### config.mk
export PLATFORM = sky130hd
export DESIGN_NAME = otter_wb_arbiter_flat
export DESIGN_NICKNAME = d
export VERILOG_FILES = /design/src/rtl/otter_wb_arbiter_if.sv /design/src/rtl/otter_wb_arbiter.sv /design/src/flat_wrapper.sv
export SDC_FILE = /design/constraint.sdc
export NUM_CORES = 1
export LEC_CHECK = 0
export ABC_AREA = 1
export CORE_UTILIZATION = 52
export DETAILED_ROUTE_END_ITERATION = 12
export PLACE_DENSITY_LB_ADDON = 0.3
export SYNTH_ARGS = -nofsm -noshare
export SYNTH_HDL_FRONTEND = slang
export SYNTH_SLANG_ARGS = --single-unit
### constraint.sdc
create_clock -name clk -period 3.1 [get_ports clk]
set_input_delay 0.93 -clock clk [delete_from_list [all_inputs] [get_ports clk]]
set_output_delay 0.93 -clock clk [all_outputs]
set_load 0.02 [all_outputs]
### src/rtl/otter_wb_arbiter_if.sv
// rtl/otter_wb_arbiter_if.sv - register-file write-side bus bundle for otter_wb_arbiter
//
// Purpose: groups the pipeline writeback, MDU result handshake, scoreboard
// issue/lookup and register-file write signals into one bundle.
//   slave  modport: the arbiter (consumes sources, drives rf_w_* and status)
//   master modport: the surrounding core / testbench
// Signals:
//   pipe_wb_en/addr/data   pipeline writeback
//   mdu_valid/ready/addr/data  MDU result handshake
//   issue_en/addr          long-latency issue, marks destination pending
//   rs1/rs2_addr, rs1/rs2_busy  decode scoreboard lookup
//   rf_w_en/addr/data      register file write port (registered)
//   fifo_count             MDU FIFO occupancy (registered)
interface otter_wb_arbiter_if #(
    parameter int XLEN       = 32,
    parameter int FIFO_DEPTH = 2,
    parameter int CNT_W      = $clog2(FIFO_DEPTH) + 1
);
    logic             pipe_wb_en;
    logic [4:0]       pipe_wb_addr;
    logic [XLEN-1:0]  pipe_wb_data;
    logic             mdu_valid;
    logic             mdu_ready;
    logic [4:0]       mdu_addr;
    logic [XLEN-1:0]  mdu_data;
    logic             issue_en;
    logic [4:0]       issue_addr;
    logic [4:0]       rs1_addr;
    logic [4:0]       rs2_addr;
    logic             rs1_busy;
    logic             rs2_busy;
    logic             rf_w_en;
    logic [4:0]       rf_w_addr;
    logic [XLEN-1:0]  rf_w_data;
    logic [CNT_W-1:0] fifo_count;

    modport slave (
        input  pipe_wb_en, pipe_wb_addr, pipe_wb_data,
        input  mdu_valid, mdu_addr, mdu_data,
        output mdu_ready,
        input  issue_en, issue_addr,
        input  rs1_addr, rs2_addr,
        output rs1_busy, rs2_busy,
        output rf_w_en, rf_w_addr, rf_w_data,
        output fifo_count
    );

    modport master (
        output pipe_wb_en, pipe_wb_addr, pipe_wb_data,
        output mdu_valid, mdu_addr, mdu_data,
        input  mdu_ready,
        output issue_en, issue_addr,
        output rs1_addr, rs2_addr,
        input  rs1_busy, rs2_busy,
        input  rf_w_en, rf_w_addr, rf_w_data,
        input  fifo_count
    );
endinterface

### src/rtl/otter_wb_arbiter.sv
// rtl/otter_wb_arbiter.sv - register-file write arbiter: pipeline writeback vs buffered MDU results
//
// Purpose: merges in-order pipeline writeback with long-latency MDU results
// onto the single register-file write port. MDU results wait in a small FIFO;
// the pipeline always wins. A 32-bit pending scoreboard lets decode stall on
// registers whose MDU result has not yet been written.
// Ports:
//   clk  rising-edge clock
//   rst  asynchronous active-high reset
//   bus  otter_wb_arbiter_if.slave (sources, scoreboard, rf_w_*, fifo_count)
module otter_wb_arbiter #(
    parameter int XLEN       = 32,
    parameter int FIFO_DEPTH = 2,
    parameter int CNT_W      = $clog2(FIFO_DEPTH) + 1
) (
    input  logic                clk,
    input  logic                rst,
    otter_wb_arbiter_if.slave   bus
);
    localparam int               PTR_W   = $clog2(FIFO_DEPTH);
    localparam logic [CNT_W-1:0] DEPTH_C = CNT_W'(FIFO_DEPTH);

    logic [4:0]      fifo_addr [FIFO_DEPTH];
    logic [XLEN-1:0] fifo_data [FIFO_DEPTH];
    logic [PTR_W-1:0] rd_ptr;
    logic [PTR_W-1:0] wr_ptr;
    logic [CNT_W-1:0] count;
    logic [31:0]      pending;
    logic [31:0]      pending_next;

    logic ready;
    logic push;
    logic pop;
    logic pipe_wr;

    // Ready comes only from the registered count, so a full FIFO refuses a
    // result even in a cycle where its head drains.
    assign ready   = (count < DEPTH_C);
    assign pipe_wr = bus.pipe_wb_en && (bus.pipe_wb_addr != 5'd0);
    // x0 results complete the handshake but are never stored.
    assign push    = bus.mdu_valid && ready && (bus.mdu_addr != 5'd0);
    assign pop     = !pipe_wr && (count != '0);

    assign bus.mdu_ready  = ready;
    assign bus.fifo_count = count;
    assign bus.rs1_busy   = pending[bus.rs1_addr];
    assign bus.rs2_busy   = pending[bus.rs2_addr];

    // Issue is applied after the drain clear so a same-cycle set wins.
    always_comb begin
        pending_next = pending;
        if (pop) begin
            pending_next[fifo_addr[rd_ptr]] = 1'b0;
        end
        if (bus.issue_en) begin
            pending_next[bus.issue_addr] = 1'b1;
        end
        pending_next[0] = 1'b0;
    end

    // Storage carries no reset; pointers and count define what is valid.
    always_ff @(posedge clk) begin
        if (push) begin
            fifo_addr[wr_ptr] <= bus.mdu_addr;
            fifo_data[wr_ptr] <= bus.mdu_data;
        end
    end

    always_ff @(posedge clk or posedge rst) begin
        if (rst) begin
            rd_ptr  <= '0;
            wr_ptr  <= '0;
            count   <= '0;
            pending <= '0;
        end else begin
            pending <= pending_next;
            if (push) begin
                wr_ptr <= wr_ptr + 1'b1;
            end
            if (pop) begin
                rd_ptr <= rd_ptr + 1'b1;
            end
            if (push && !pop) begin
                count <= count + 1'b1;
            end else if (pop && !push) begin
                count <= count - 1'b1;
            end
        end
    end

    // Write port: address/data hold when idle, only the enable drops.
    always_ff @(posedge clk or posedge rst) begin
        if (rst) begin
            bus.rf_w_en   <= 1'b0;
            bus.rf_w_addr <= 5'd0;
            bus.rf_w_data <= '0;
        end else if (pipe_wr) begin
            bus.rf_w_en   <= 1'b1;
            bus.rf_w_addr <= bus.pipe_wb_addr;
            bus.rf_w_data <= bus.pipe_wb_data;
        end else if (pop) begin
            bus.rf_w_en   <= 1'b1;
            bus.rf_w_addr <= fifo_addr[rd_ptr];
            bus.rf_w_data <= fifo_data[rd_ptr];
        end else begin
            bus.rf_w_en   <= 1'b0;
        end
    end
endmodule

### src/flat_wrapper.sv
// flat-port wrapper written by rule: the top's interface ports become plain ports
module otter_wb_arbiter_flat 
#(
    parameter int XLEN       = 32,
    parameter int FIFO_DEPTH = 2,
    parameter int CNT_W      = $clog2(FIFO_DEPTH) + 1
)
  (clk, rst, bus_pipe_wb_en, bus_pipe_wb_addr, bus_pipe_wb_data, bus_mdu_valid, bus_mdu_addr, bus_mdu_data, bus_mdu_ready, bus_issue_en, bus_issue_addr, bus_rs1_addr, bus_rs2_addr, bus_rs1_busy, bus_rs2_busy, bus_rf_w_en, bus_rf_w_addr, bus_rf_w_data, bus_fifo_count);
  otter_wb_arbiter_if #(.XLEN(XLEN), .FIFO_DEPTH(FIFO_DEPTH), .CNT_W(CNT_W)) bus_i ();
  input  logic clk;
  input  logic rst;
  input wire logic [$bits(bus_i.pipe_wb_en)-1:0] bus_pipe_wb_en;
  input wire logic [$bits(bus_i.pipe_wb_addr)-1:0] bus_pipe_wb_addr;
  input wire logic [$bits(bus_i.pipe_wb_data)-1:0] bus_pipe_wb_data;
  input wire logic [$bits(bus_i.mdu_valid)-1:0] bus_mdu_valid;
  input wire logic [$bits(bus_i.mdu_addr)-1:0] bus_mdu_addr;
  input wire logic [$bits(bus_i.mdu_data)-1:0] bus_mdu_data;
  output wire logic [$bits(bus_i.mdu_ready)-1:0] bus_mdu_ready;
  input wire logic [$bits(bus_i.issue_en)-1:0] bus_issue_en;
  input wire logic [$bits(bus_i.issue_addr)-1:0] bus_issue_addr;
  input wire logic [$bits(bus_i.rs1_addr)-1:0] bus_rs1_addr;
  input wire logic [$bits(bus_i.rs2_addr)-1:0] bus_rs2_addr;
  output wire logic [$bits(bus_i.rs1_busy)-1:0] bus_rs1_busy;
  output wire logic [$bits(bus_i.rs2_busy)-1:0] bus_rs2_busy;
  output wire logic [$bits(bus_i.rf_w_en)-1:0] bus_rf_w_en;
  output wire logic [$bits(bus_i.rf_w_addr)-1:0] bus_rf_w_addr;
  output wire logic [$bits(bus_i.rf_w_data)-1:0] bus_rf_w_data;
  output wire logic [$bits(bus_i.fifo_count)-1:0] bus_fifo_count;
  assign bus_i.pipe_wb_en = bus_pipe_wb_en;
  assign bus_i.pipe_wb_addr = bus_pipe_wb_addr;
  assign bus_i.pipe_wb_data = bus_pipe_wb_data;
  assign bus_i.mdu_valid = bus_mdu_valid;
  assign bus_i.mdu_addr = bus_mdu_addr;
  assign bus_i.mdu_data = bus_mdu_data;
  assign bus_mdu_ready = bus_i.mdu_ready;
  assign bus_i.issue_en = bus_issue_en;
  assign bus_i.issue_addr = bus_issue_addr;
  assign bus_i.rs1_addr = bus_rs1_addr;
  assign bus_i.rs2_addr = bus_rs2_addr;
  assign bus_rs1_busy = bus_i.rs1_busy;
  assign bus_rs2_busy = bus_i.rs2_busy;
  assign bus_rf_w_en = bus_i.rf_w_en;
  assign bus_rf_w_addr = bus_i.rf_w_addr;
  assign bus_rf_w_data = bus_i.rf_w_data;
  assign bus_fifo_count = bus_i.fifo_count;
  otter_wb_arbiter #(.XLEN(XLEN), .FIFO_DEPTH(FIFO_DEPTH), .CNT_W(CNT_W)) u_core (.clk(clk), .rst(rst), .bus(bus_i));
endmodule
Yosys cells after proc, flatten, opt, wreduce, memory -nomap -nowiden

Memories as Yosys holds them, arrays and structs flattened.
Index checks and enable logic that the tools add are counted.

Multiplexer cells: 20
Bitwise logic cells: 3
Reductions and logical operators: 16
Add/sub/neg operators: 4
Magnitude comparators: 7

Operators with widths:

| kind                                                        | number |
|---|---|
| 2-to-1 mux 32 bit                                           | 4 |
| AND 32 bit                                                  | 1 |
| inverter 32 bit                                             | 1 |
| OR 32 bit                                                   | 1 |
| less-than comparator 5 x 6 -> 1 bit (second input constant) | 4 |
| binary-select mux 1 bit (select 5 bit)                      | 2 |
| demux 1 bit (select 5 bit)                                  | 2 |
| >= comparator 5 x 1 -> 1 bit (second input constant)        | 2 |
| 2-to-1 mux 5 bit                                            | 2 |
| nonzero test 5 bit                                          | 2 |
| logical AND 1 bit                                           | 8 |
| 2-to-1 mux 1 bit                                            | 8 |
| nonzero test 2 bit                                          | 3 |
| 2-to-1 mux 2 bit                                            | 2 |
| logical NOT 1 bit                                           | 3 |
| adder 1 bit (second input constant)                         | 2 |
| adder 2 x 1 -> 2 bit (second input constant)                | 1 |
| less-than comparator 2 bit (second input constant)          | 1 |
| subtractor 2 x 1 -> 2 bit (second input constant)           | 1 |

Input port bits: 94
RAM bits: 74
Memories: 2
Output and inout port bits: 43
Register bits after elaboration: 73
Logic and storage cells: 59

Memories:

| name             | words | width | read ports | clocked after memory_dff | wr ports | RTL line               | RTL |
|---|---|---|---|---|---|---|---|
| u_core.fifo_data | 2     | 32    | 1          | 0                        | 1        | otter_wb_arbiter.sv:24 | `logic [XLEN-1:0] fifo_data [FIFO_DEPTH];` |
| u_core.fifo_addr | 2     | 5     | 1          | 0                        | 1        | otter_wb_arbiter.sv:23 | `logic [4:0] fifo_addr [FIFO_DEPTH];` |

Depth between registers and ports, before layout

Gate-level depths: netlist (run 1).
An unclocked memory read counts as a cell.

Depth in word-level cells: 10
Depth in mapped cells: 11
Gate-level depth less buffers: 9

Least setup slack after synthesis (run 1)

OpenSTA, ideal clock, no wires.

Path type: input port to flip-flop
From: input bus_mdu_addr[3]
To: memory u_core.fifo_addr[1][0], enable pin
Data required time: 2667 ps
Arrival time: 2715 ps
Setup time: 433 ps
Path slack: -48 ps
Path buffers: 0
Cell stages on the path: 4
Cell sequence: nor3_1 -> nand2_1 -> nand3_1 -> nor2_1

Longest elaborated chain between the ends: 4

RTL lines:

| element                                | RTL line               | RTL |
|---|---|---|
| start: declaration                     | flat_wrapper.sv:16     | `input wire logic [$bits(bus_i.mdu_addr)-1:0] bus_mdu_addr;` |
| nonzero test 5 bit                     | otter_wb_arbiter.sv:41 | `assign push = bus.mdu_valid && ready && (bus.mdu_addr != 5'd0);` |
| logical AND 1 bit                      | otter_wb_arbiter.sv:41 |  |
| 2-to-1 mux 1 bit                       | otter_wb_arbiter.sv:63 | `if (push) begin` |
| 2-to-1 mux 1 bit (not written as such) | otter_wb_arbiter.sv:64 | `fifo_addr[wr_ptr] <= bus.mdu_addr;` |
| end: declaration                       | otter_wb_arbiter.sv:23 |  |

No other way between the ends.

Worst setup path after layout (run 1)

From: input bus_rs2_addr[2]
To: output bus_rs2_busy

Longest elaborated chain between the ends: 2

RTL lines:

| element                                | RTL line               | RTL |
|---|---|---|
| start: declaration                     | flat_wrapper.sv:22     | `input wire logic [$bits(bus_i.rs2_addr)-1:0] bus_rs2_addr;` |
| binary-select mux 1 bit (select 5 bit) | otter_wb_arbiter.sv:47 | `assign bus.rs2_busy = pending[bus.rs2_addr];` |
| 2-to-1 mux 1 bit (not written as such) | otter_wb_arbiter.sv:47 |  |
| end: declaration                       | flat_wrapper.sv:24     | `output wire logic [$bits(bus_i.rs2_busy)-1:0] bus_rs2_busy;` |

No other way between the ends. The select of a mux whose other input is x is not followed.

==> results by group, run 1 <==
Drt
  – DR WL/cell: 17.8 µm
  – Via count: 5,806
  – Antenna-violating nets left: 0
  – DRT iter0 DRCs: 427
  – Router iterations before antenna repair: 7
  – Total wire length: 19.1 mm
  – Via density: 5.40
  – # DRC: 0

Yosys
  – Most frequent cell after synthesis: nand2_1
  – Synth area leader: edfxtp_1
  – Post-synthesis average cell area: 9.04 µm²
  – Compound-Gate Fraction of Synth Area: 4.13%
  – Netlist cell types: 28
  – Main synth FF type: edfxtp_1
  – Flops & latches, synth: 147
  – Fraction of the yosys area taken by sequential cells: 60.5%
  – Top cell type's share of synthesized area: 33.2%
  – Ys async rst share: 49.7%
  – Cells after Synth: 740
  – Synth Cell Area: 0.00669 mm²
  – Main combinational cell family by area after synthesis: simple AND/OR/NAND/NOR gates
  – Post-synth EDFFs: 74
  – Yosys warns: 0
  – XOR/XNOR share of the synthesized area: 0.393%
  – Post-synth top cells: nand2_1 (325), nand3_1 (101), edfxtp_1 (74)
  – Multiplexer area fraction after synthesis: 0.748%
  – Simple-Gate Fraction of Synth Area: 29.4%
  – Synth Net Count: 835
  – Post-Synth Adder-Cell Area: 0.187%
  – Top cells by area, synth: edfxtp_1 (33%), dfrtp_1 (27%), nand2_1 (18%)

STA
  – RSZ-0062 raised after global routing: no
  – Fmax: 332 MHz
  – Layout Skew: 0.00927 ns
  – Final setup TNS: 0 ns
  – Pins Over Slew Limit: 0
  – Final worst slack: 0.0839 ns
  – Final min period: 3.02 ns
  – Slew headroom: 54.7%
  – Hold Fails Final Rpt: 0
  – Finish-stage setup viols: 0
  – Ratio of final minimum period to clock period: 97.3%
  – Worst slew pin tran: 0.678 ns

Hold path
  – Hold_sp: u_core.pending[5]
  – HP Class: reg -> reg

Floorplanning
  – Die W: 115 µm
  – Die area: 0.0133 mm²
  – Vert. Die Dim: 115 µm
  – Core area: 0.0126 mm²
  – Rows: 41
  – Initial Util: 53.3%
  – # IOs: 137

Setup path
  – Crit path max fanout: 3
  – Critical Path Sink: bus_rs2_busy
  – CP delay by family, top: buffers and inverters
  – R2R setup slack: 1.06 ns
  – CP Launch Point: bus_rs2_addr[2]
  – CP Depth: 9
  – Cell chain of the critical path: clkdlybuf4s50_1, buf_4, nand3_1, nand2_1, nand2_1, nand2_1, nand2_1, nand2_1, buf_2
  – Critical path data arrival time: 2.09 ns
  – Worst reg2reg path startpoint: u_core.rd_ptr
  – Setup crit end kind: output port
  – Reg2reg end: u_core.pending[28]
  – CP dominant cell by count: nand2_1
  – WP data required: 2.17 ns
  – Slowest stage cell, crit path: clkdlybuf4s50_1
  – Setup crit start kind: primary input
  – R2R depth: 6
  – Slowest stage delay, CP: 0.51 ns
  – Worst path bufs/invs: 3
  – Crit path kind: in -> out

Pwr
  – Peak supply drop: 0.665 mV
  – Power Density: 886 mW/mm²
  – Leak pwr: 3.88 nW

Layout
  – Post-route design area: 0.00901 mm²
  – Final nets: 986
  – Final Util: 71.7%
  – Share of cells above drive strength 1: 9.96%
  – Fin cells: 1,076
  – Layout area overhead: 34.6%
  – Antenna cells: 0

CTS
  – Clock Sinks: 147
  – Hold_buf cts: 0
  – Cts bufs inserted: 17
  – Clock transition at path regs: 0.06 ns
  – Post-CTS Repair Setup Buffers: 0
  – CTS tree: done
  – Later-pin clock latency in the skew report: 0.42 ns
  – Clock Tree Buf Depth: 2
  – H-tree Lvls: 4
  – Root Driver: clkbuf_16

Placement
  – DP Worst Slack: -0.563 ns
  – DPL Wire Length: 12.8 mm
  – GPL Wtd Cong: 0.918
  – Post-DP Area: 0.00840 mm²
  – Port bufs: 136
  – Dpl cells: 1,044

Outcome
  – Status: finished clean

Global routing
  – Total gr overflow: 0
  – GRT Overall Usage: 30.8%
  – Vias in the first global route: 5,890
  – Pin count of the biggest net entering global routing: 74
  – First-pass GRT wire length: 30.1 mm
  – Initial antenna violation count: 0

Job
  – Max Cap Viol: 0
registers in the layout, indices dropped and copies added, names as in the netlist:
register,cells
u_core.bus.fifo_count,2
u_core.bus.rf_w_addr,5
u_core.bus.rf_w_data,32
u_core.bus.rf_w_en,1
u_core.fifo_addr,10
u_core.fifo_data,64
u_core.pending,31
u_core.rd_ptr,1
u_core.wr_ptr,1
worst reg2reg max path: cells and delay by family (launching register included):
kind                   cells  cell delay (ns)
flip-flops                 1             0.39
AND/OR/NAND/NOR            2             0.52
buffers and inverters      1             0.51
AO/OA/AOI/OAI              3             0.50
area by class of cell:
class	count	area, µm²
sequential	147	4050
fill	912	3560
multi-input combinational	522	2350
timing repair buffer	160	1620
clock buffer	20	457
tap	172	215
inverter	43	161
clock inverter	12	151
layer usage:
layer  track usage [%]  up-vias  wire length (µm)
met2              52.4      228              9610
met4              14.1        0               616
met3              7.43       51              1260
met1              37.2     2788              7640
li1                  -     2739                 -
met5                 0        -                 0
layout by cell type (no fill, tap or decap), types with 3 or more instances in the layout:
cell	n
a21oi_1	3
buf_12	7
buf_4	16
bufinv_16	3
clkbuf_16	17
clkdlybuf4s50_1	129
clkinv_2	3
dfrtp_1	73
dlygate4sd2_1	5
edfxtp_1	74
inv_1	33
inv_2	10
inv_6	3
mux2i_1	5
nand2_1	325
nand2_2	3
nand3_1	101
nor2_1	12
nor2_2	6
nor2_4	5
nor3_1	10
o211ai_1	17
o21ai_0	6
o21ai_1	14
or2_2	7
power by group:
part           switching, mW  internal, mW  leakage [nW]
registers              0.446          2.67          1.56
clock network          0.802          1.31         0.299
logic                   1.70          1.05          2.03
total                   2.95          5.03          3.88
cell families (layout without fill, tap and decap cells):
family          Yosys count  count (layout)
simple gates            470             470
flops                   147             147
buf+inv                  71             235
compound gates           43              43
mux                       5               5
xor+xnor                  3               3
fa+ha+maj                 1               1
through the flow:
stage               total power [mW]  hold slack, ns
finish                          7.98           0.467
floorplan                       4.63           0.442
CTS                             7.98           0.474
global route                    8.39           0.494
global placement                5.77           0.458
detailed placement              5.84           0.460
what timing repair did:
| item | CTS | global route |
|---|---|---|
| pin swaps | 0 | 0 |
| gates resized for setup | 18 | 2 |
| setup endpoints to repair | 2 | 1 |
how the worst min path moves through the flow:
| stage | to | slack, ns | depth (start not counted) |
|---|---|---|---|
| after floorplan | u_core.pending[2] | 0.44 | 2 |
| after global placement | u_core.pending[6] | 0.46 | 2 |
| after detailed placement | u_core.pending[5] | 0.46 | 2 |
| after CTS | u_core.pending[5] | 0.47 | 2 |
| after global routing | u_core.pending[3] | 0.49 | 2 |
| final | u_core.pending[5] | 0.47 | 2 |
No activity file was read; power rests on OpenSTA's default activity.
==> run 2, diff against run 1 <==
ABC_AREA = default   (was 1)
CORE_UTILIZATION = 51   (was 52)
==> results by group, run 2 <==
Layout
  – Antenna cells: 0 (unchanged)
  – Final nets: 815 (-17%)
  – Post-route design area: 0.00901 mm² (about the same)
  – Filler cells: 916 (+0.44%)
  – Most frequent cells in the layout: clkdlybuf4s50_1 (126), nand2_1 (105), edfxtp_1 (74)
  – Largest registers: u_core.fifo_data: 64 flops, u_core.bus.rf_w_data: 32 flops, u_core.pending: 31 flops
  – Layout area overhead: 35.7%
  – Commonest non-fill, non-tap cell in the layout: clkdlybuf4s50_1
  – Area of the multi-input gates: 0.00248 mm² (+5.6%)
  – Share of cells above drive strength 1: 12.3% (+2.3 points)
  – Largest Register: u_core.fifo_data
  – Max reg flops: 64 (unchanged)
  – Storage cell area: 0.00405 mm² (about the same)

STA
  – Worst slew pin tran: 0.744 ns (+0.0655 ns)
  – RSZ-0062 raised after global routing: no
  – Layout Skew: 0.00889 ns (-0.000377 ns)
  – Min Hold Slack: 0.538 ns (+0.0704 ns)
  – Fmax: 330 MHz (-0.62%)
  – Final min period: 3.03 ns (+0.0188 ns)
  – Pins Over Slew Limit: 0 (unchanged)
  – Finish-stage setup viols: 0 (unchanged)
  – Hold Fails Final Rpt: 0 (unchanged)
  – Slew headroom: 50.4% (-4.3 points)
  – Final setup TNS: 0 ns (unchanged)
  – Ratio of final minimum period to clock period: 97.9% (+0.61 points)

Yosys
  – Netlist cell types: 36 (+29%)
  – Top cell type's share of synthesized area: 33.5% (+0.25 points)
  – Post-synthesis average cell area: 11.5 µm² (+27%)
  – Synth Cell Area: 0.00664 mm² (-0.75%)
  – Fraction of the yosys area taken by sequential cells: 61.0% (+0.46 points)
  – Most frequent cell after synthesis: nand2_1
  – Yosys warns: 0 (unchanged)
  – Synth Net Count: 672 (-20%)
  – Main synth FF type: edfxtp_1
  – Flops & latches, synth: 147 (unchanged)
  – Post-synth top cells: nand2_1 (105), edfxtp_1 (74), dfrtp_1 (73)
  – Post-synth EDFFs: 74 (unchanged)
  – Synth area leader: edfxtp_1
  – Cells after Synth: 577 (-22%)
  – Ys async rst share: 49.7% (unchanged)
  – Top cells by area, synth: edfxtp_1 (33%), dfrtp_1 (28%), mux2i_1 (8.3%)

Outcome
  – Status: finished clean

Setup path
  – Setup crit start kind: primary input
  – Cell chain of the critical path: buf_2, mux4_2, nand2b_4, o211ai_1, nand4_1, buf_4
  – Slowest stage delay, CP: 0.51 ns (about the same)
  – Crit path kind: in -> out
  – Setup crit end kind: output port
  – Slowest stage cell, crit path: mux4_2
  – WP data required: 2.17 ns (about the same)
  – Critical path data arrival time: 2.10 ns (about the same)
  – Crit path max fanout: 4 (+1)

Global routing
  – GRT Overall Usage: 24.8% (-6.0 points)
  – Pin count of the biggest net entering global routing: 74 (unchanged)
  – Initial antenna violation count: 0 (unchanged)
  – First-pass GRT wire length: 25.0 mm (-17%)
  – Vias in the first global route: 5,009 (-15%)
  – Total gr overflow: 0 (unchanged)

Drt
  – Router iterations before antenna repair: 5 (-2)
  – DRT iter0 DRCs: 297 (-30%)
  – # DRC: 0 (unchanged)
  – Via density: 5.67 (+5.0%)
  – Total wire length: 16.2 mm (-15%)
  – Via count: 5,128 (-12%)
  – DR WL/cell: 17.9 µm (+0.61%)
  – Antenna-violating nets left: 0 (unchanged)

Hold path
  – HP Class: reg -> reg

Pwr
  – Peak supply drop: 0.526 mV (-21%)
  – Power Density: 878 mW/mm² (-0.95%)
  – Leak pwr: 3.60 nW (-7.3%)

Floorplanning
  – Vert. Die Dim: 116 µm (+0.58%)
  – Core area: 0.0127 mm² (+0.82%)
  – Rows: 41 (unchanged)
  – Initial Util: 52.4% (-0.83 points)
  – Die area: 0.0135 mm² (+1.2%)
  – Die W: 116 µm (+0.58%)
  – # IOs: 137 (unchanged)

CTS
  – CTS tree: done
  – Cts bufs inserted: 17 (unchanged)
  – Clock Tree Buf Depth: 2 (unchanged)
  – H-tree Lvls: 4 (unchanged)
  – Root Driver: clkbuf_16
  – Clock transition at path regs: 0.06 ns (about the same)
  – Later-pin clock latency in the skew report: 0.42 ns (about the same)
  – Clock Sinks: 147 (unchanged)

Placement
  – Port bufs: 136 (unchanged)
  – GPL Wtd Cong: 0.863 (-6.0%)
  – DPL Wire Length: 11.2 mm (-13%)
  – Post-DP Area: 0.00828 mm² (-1.5%)

Job
  – Max Cap Viol: 0 (unchanged)
[run 2: power breakdown]
group / total (mW) / internal (mW) / leakage (nW) / switching [mW]
clock network: 2.05 / 1.26 / 0.273 / 0.791
registers: 3.08 / 2.65 / 1.56 / 0.429
logic: 2.78 / 1.25 / 1.77 / 1.53
[run 2: cell type report]
type                            instances  area share (%)
Clock buffer                           19            4.80
Clock inverter                         13            1.80
Inverter                                4           0.167
Multi-Input combinational cell        388            27.5
Sequential cell                       147            44.9
Tap cell                              172            2.39
Timing Repair Buffer                  162            18.4
[run 2: kinds of logic (layout without fill, tap and decap cells)]
kind of cell | Yosys count | in the layout | share of synthesized area, %
buffers and inverters | 42 | 198 | 2.92
DFF | 147 | 147 | 61.0
AOI/OAI and AO/OA | 123 | 123 | 11.5
adders and majority gates | 1 | 1 | 0.188
xor gates and xnor gates | 5 | 5 | 0.659
and+or+nand+nor | 193 | 193 | 12.6
muxes | 66 | 66 | 11.2
[run 2: stage by stage]
stage / total power, mW / std cells / utilization (%) / setup slack, ns
2_1_floorplan: 4.71 / 577 / - / 0.0781
3_3_place_gp: 5.70 / 868 / 65.3 / -0.780
3_5_place_dp: 5.79 / 868 / 65.3 / -0.824
4_1_cts: 7.91 / 905 / 71.0 / 0.00891
5_1_grt: 8.27 / 905 / 71.1 / 0.00145
6_report: 7.91 / 905 / 71.1 / 0.0652
[run 2: metal layers]
layer	track usage [%]	share of wire [%]	vias up
met4	11.5	2.1	0
met5	0	0	-
met1	31.2	41	2476
met3	6.59	7.2	27
li1	-	-	2407
met2	40.4	50	218
[run 2: final timing paths]
path	start	endpoint	slack [ns]	cells past startpoint
worst max-delay path	bus_rs1_addr[0]	bus_rs1_busy	0.07	6
worst min-delay path	u_core.wr_ptr	u_core.wr_ptr	0.54	1
worst max register to register	u_core.rd_ptr	u_core.pending[22]	0.89	5
worst min register to register	u_core.wr_ptr	u_core.wr_ptr	0.54	1
max in group asynchronous	rst	u_core.rd_ptr	1.55	3
min in group asynchronous	rst	u_core.bus.rf_w_data[25]	0.88	2
[run 2: critical path, delay by kind of cell]
family / cells / cell delay (ns)
compound gates: 1 / 0.09
simple gates: 2 / 0.25
buf+inv: 2 / 0.32
mux: 1 / 0.51
[run 2: what timing repair did]
action | CTS | global route
hold endpoints to repair | 0 | 0
buffers inserted | 3 | 0
gates cloned | 2 | 0
resized for setup | 33 | 12
pin swaps | 2 | 3
endpoints found under the setup margin | 2 | 2
hold buffers | 0 | 0
==> run 3, diff against run 2 <==
CELL_PAD_IN_SITES_DETAIL_PLACEMENT = 0   (was default)
CELL_PAD_IN_SITES_GLOBAL_PLACEMENT = 2   (was default)
CORE_MARGIN = 5   (was default)
CORE_UTILIZATION = 33   (was 51)
PLACE_DENSITY = 0.78   (was default)
PLACE_DENSITY_LB_ADDON = default   (was 0.3)
==> results by group, run 3 (synthesis results as in run 2) <==
Outcome
  – Status: finished clean

Drt
  – Total wire length: 17.4 mm (+7.6%)
  – DRT iter0 DRCs: 275 (-7.4%)
  – Via density: 4.95 (-13%)
  – Via count: 4,948 (-3.5%)
  – # DRC: 0 (unchanged)
  – DR WL/cell: 17.4 µm (-2.5%)
  – Antenna-violating nets left: 0 (unchanged)
  – Router iterations before antenna repair: 4 (-1)

Placement
  – Port bufs: 136 (unchanged)
  – DPL Wire Length: 12.4 mm (+11%)
  – DP Worst Slack: -0.862 ns (-0.0378 ns)
  – GPL Wtd Cong: 0.830 (-3.8%)
  – Post-DP Area: 0.00838 mm² (+1.2%)
  – Dpl cells: 962 (+11%)

Global routing
  – Pin count of the biggest net entering global routing: 58 (-22%)
  – Initial antenna violation count: 0 (unchanged)
  – First-pass GRT wire length: 28.6 mm (+14%)
  – Total gr overflow: 0 (unchanged)
  – Vias in the first global route: 5,349 (+6.8%)
  – GRT Overall Usage: 15.4% (-9.4 points)

Layout
  – Final nets: 816 (+0.12%)
  – Antenna cells: 0 (unchanged)
  – Post-route design area: 0.00913 mm² (+1.3%)
  – Max reg flops: 64 (unchanged)
  – Share of cells above drive strength 1: 12.9% (+0.66 points)
  – Fin cells: 999 (+10%)
  – Final Util: 46.5% (-25 points)
  – Most frequent cells in the layout: clkdlybuf4s50_1 (126), nand2_1 (105), edfxtp_1 (74)
  – Largest registers: u_core.fifo_data: 64 flops, u_core.bus.rf_w_data: 32 flops, u_core.pending: 31 flops
  – Commonest non-fill, non-tap cell in the layout: clkdlybuf4s50_1
  – Largest Register: u_core.fifo_data
  – Layout area overhead: 37.5%

Floorplanning
  – Rows: 51 (+24%)
  – Die area: 0.0231 mm² (+71%)
  – # IOs: 137 (unchanged)
  – Initial Util: 33.8% (-19 points)
  – Vert. Die Dim: 152 µm (+31%)
  – Core area: 0.0197 mm² (+55%)
  – Die W: 152 µm (+31%)

Setup path
  – Crit path kind: in -> out
  – Reg2reg end: u_core.fifo_data[0][0]
  – Critical path data arrival time: 2.06 ns (-0.04 ns)
  – R2R setup slack: 1.03 ns (+0.14 ns)
  – Worst reg2reg path startpoint: u_core.bus.fifo_count[1]
  – R2R depth: 3 (-2)
  – Setup crit end kind: output port
  – Crit path max fanout: 4 (unchanged)
  – Setup crit start kind: primary input
  – WP data required: 2.17 ns (about the same)

CTS
  – Clock Sinks: 147 (unchanged)
  – Clock Tree Buf Depth: 2 (unchanged)
  – Later-pin clock latency in the skew report: 0.42 ns (about the same)
  – Cts bufs inserted: 17 (unchanged)
  – CTS tree: done
  – Root Driver: clkbuf_16
  – Hold_buf cts: 0 (unchanged)
  – Clock transition at path regs: 0.06 ns (about the same)
  – H-tree Lvls: 4 (unchanged)

Hold path
  – Hold Path Cell Cnt: 2 (+1)
  – Hold_sp: u_core.pending[14]
  – HP Class: reg -> reg
  – Hold endpoint: u_core.pending[14]

STA
  – RSZ-0062 raised after global routing: no
  – Finish-stage setup viols: 0 (unchanged)
  – Final worst slack: 0.105 ns (+0.0402 ns)
  – Worst slew pin tran: 1.12 ns (+0.373 ns)
  – Slew headroom: 25.4% (-25 points)
  – Ratio of final minimum period to clock period: 96.6% (-1.3 points)
  – Final setup TNS: 0 ns (unchanged)
  – Hold Fails Final Rpt: 0 (unchanged)
  – Min Hold Slack: 0.532 ns (-0.00582 ns)
  – Pins Over Slew Limit: 0 (unchanged)
  – Fmax: 334 MHz (+1.3%)
  – Final min period: 2.99 ns (-0.0402 ns)
  – Layout Skew: 0.00789 ns (-0.00100 ns)

Job
  – Max Cap Viol: 0 (unchanged)

Pwr
  – Peak supply drop: 0.424 mV (-19%)
  – Power Density: 863 mW/mm² (-1.7%)
  – Total power: 7.88 mW (-0.46%)
  – Leak pwr: 3.62 nW (+0.53%)
run 3: worst max path at each step:
stage | start | endpoint | depth (start not counted)
after CTS | bus_rs1_addr[0] | bus_rs1_busy | 6
after global routing | bus_rs2_addr[0] | bus_rs2_busy | 6
final | bus_rs2_addr[0] | bus_rs2_busy | 6
after detailed placement | bus_rs1_addr[0] | bus_rs1_busy | 6
after global placement | bus_rs1_addr[0] | bus_rs1_busy | 6
after floorplan | bus_rs1_addr[0] | bus_rs1_busy | 5
run 3: where the power goes:
part           internal, mW  total, mW  switching (mW)
combinational          1.25       2.76            1.52
clock                  1.26       2.04           0.783
sequential             2.65       3.07           0.419
run 3: worst max-delay path, cell delays in order:
cell and delay, ns:
buf_4 0.12, mux4_2 0.50, nand2b_4 0.15, o211ai_1 0.09, nand4_1 0.13, buf_6 0.15
run 3: repair_timing:
item,in CTS,in global routing
setup buffers,3,0
pin swaps,2,6
resized for setup,29,26
gates cloned,2,0
endpoints found under the setup margin,2,2
run 3: layout make-up:
type                    count  area [µm²]
clock buffers              18         429
clock inverters            14         164
fillers                  1879       10500
inverters                   4        15.0
multi-input cells         388        2490
flip-flops and latches    147        4050
well taps                 265         332
repair buffers            163        1650
run 3: per-layer routing:
| metal | GRT usage (%) | up-vias | part of all wire, % |
|---|---|---|---|
| li1 | - | 2408 | - |
| met1 | 19.2 | 2380 | 43 |
| met2 | 25.1 | 140 | 48 |
| met3 | 5.65 | 20 | 7.1 |
| met4 | 4.75 | 0 | 1.5 |
| met5 | 0 | - | 0 |
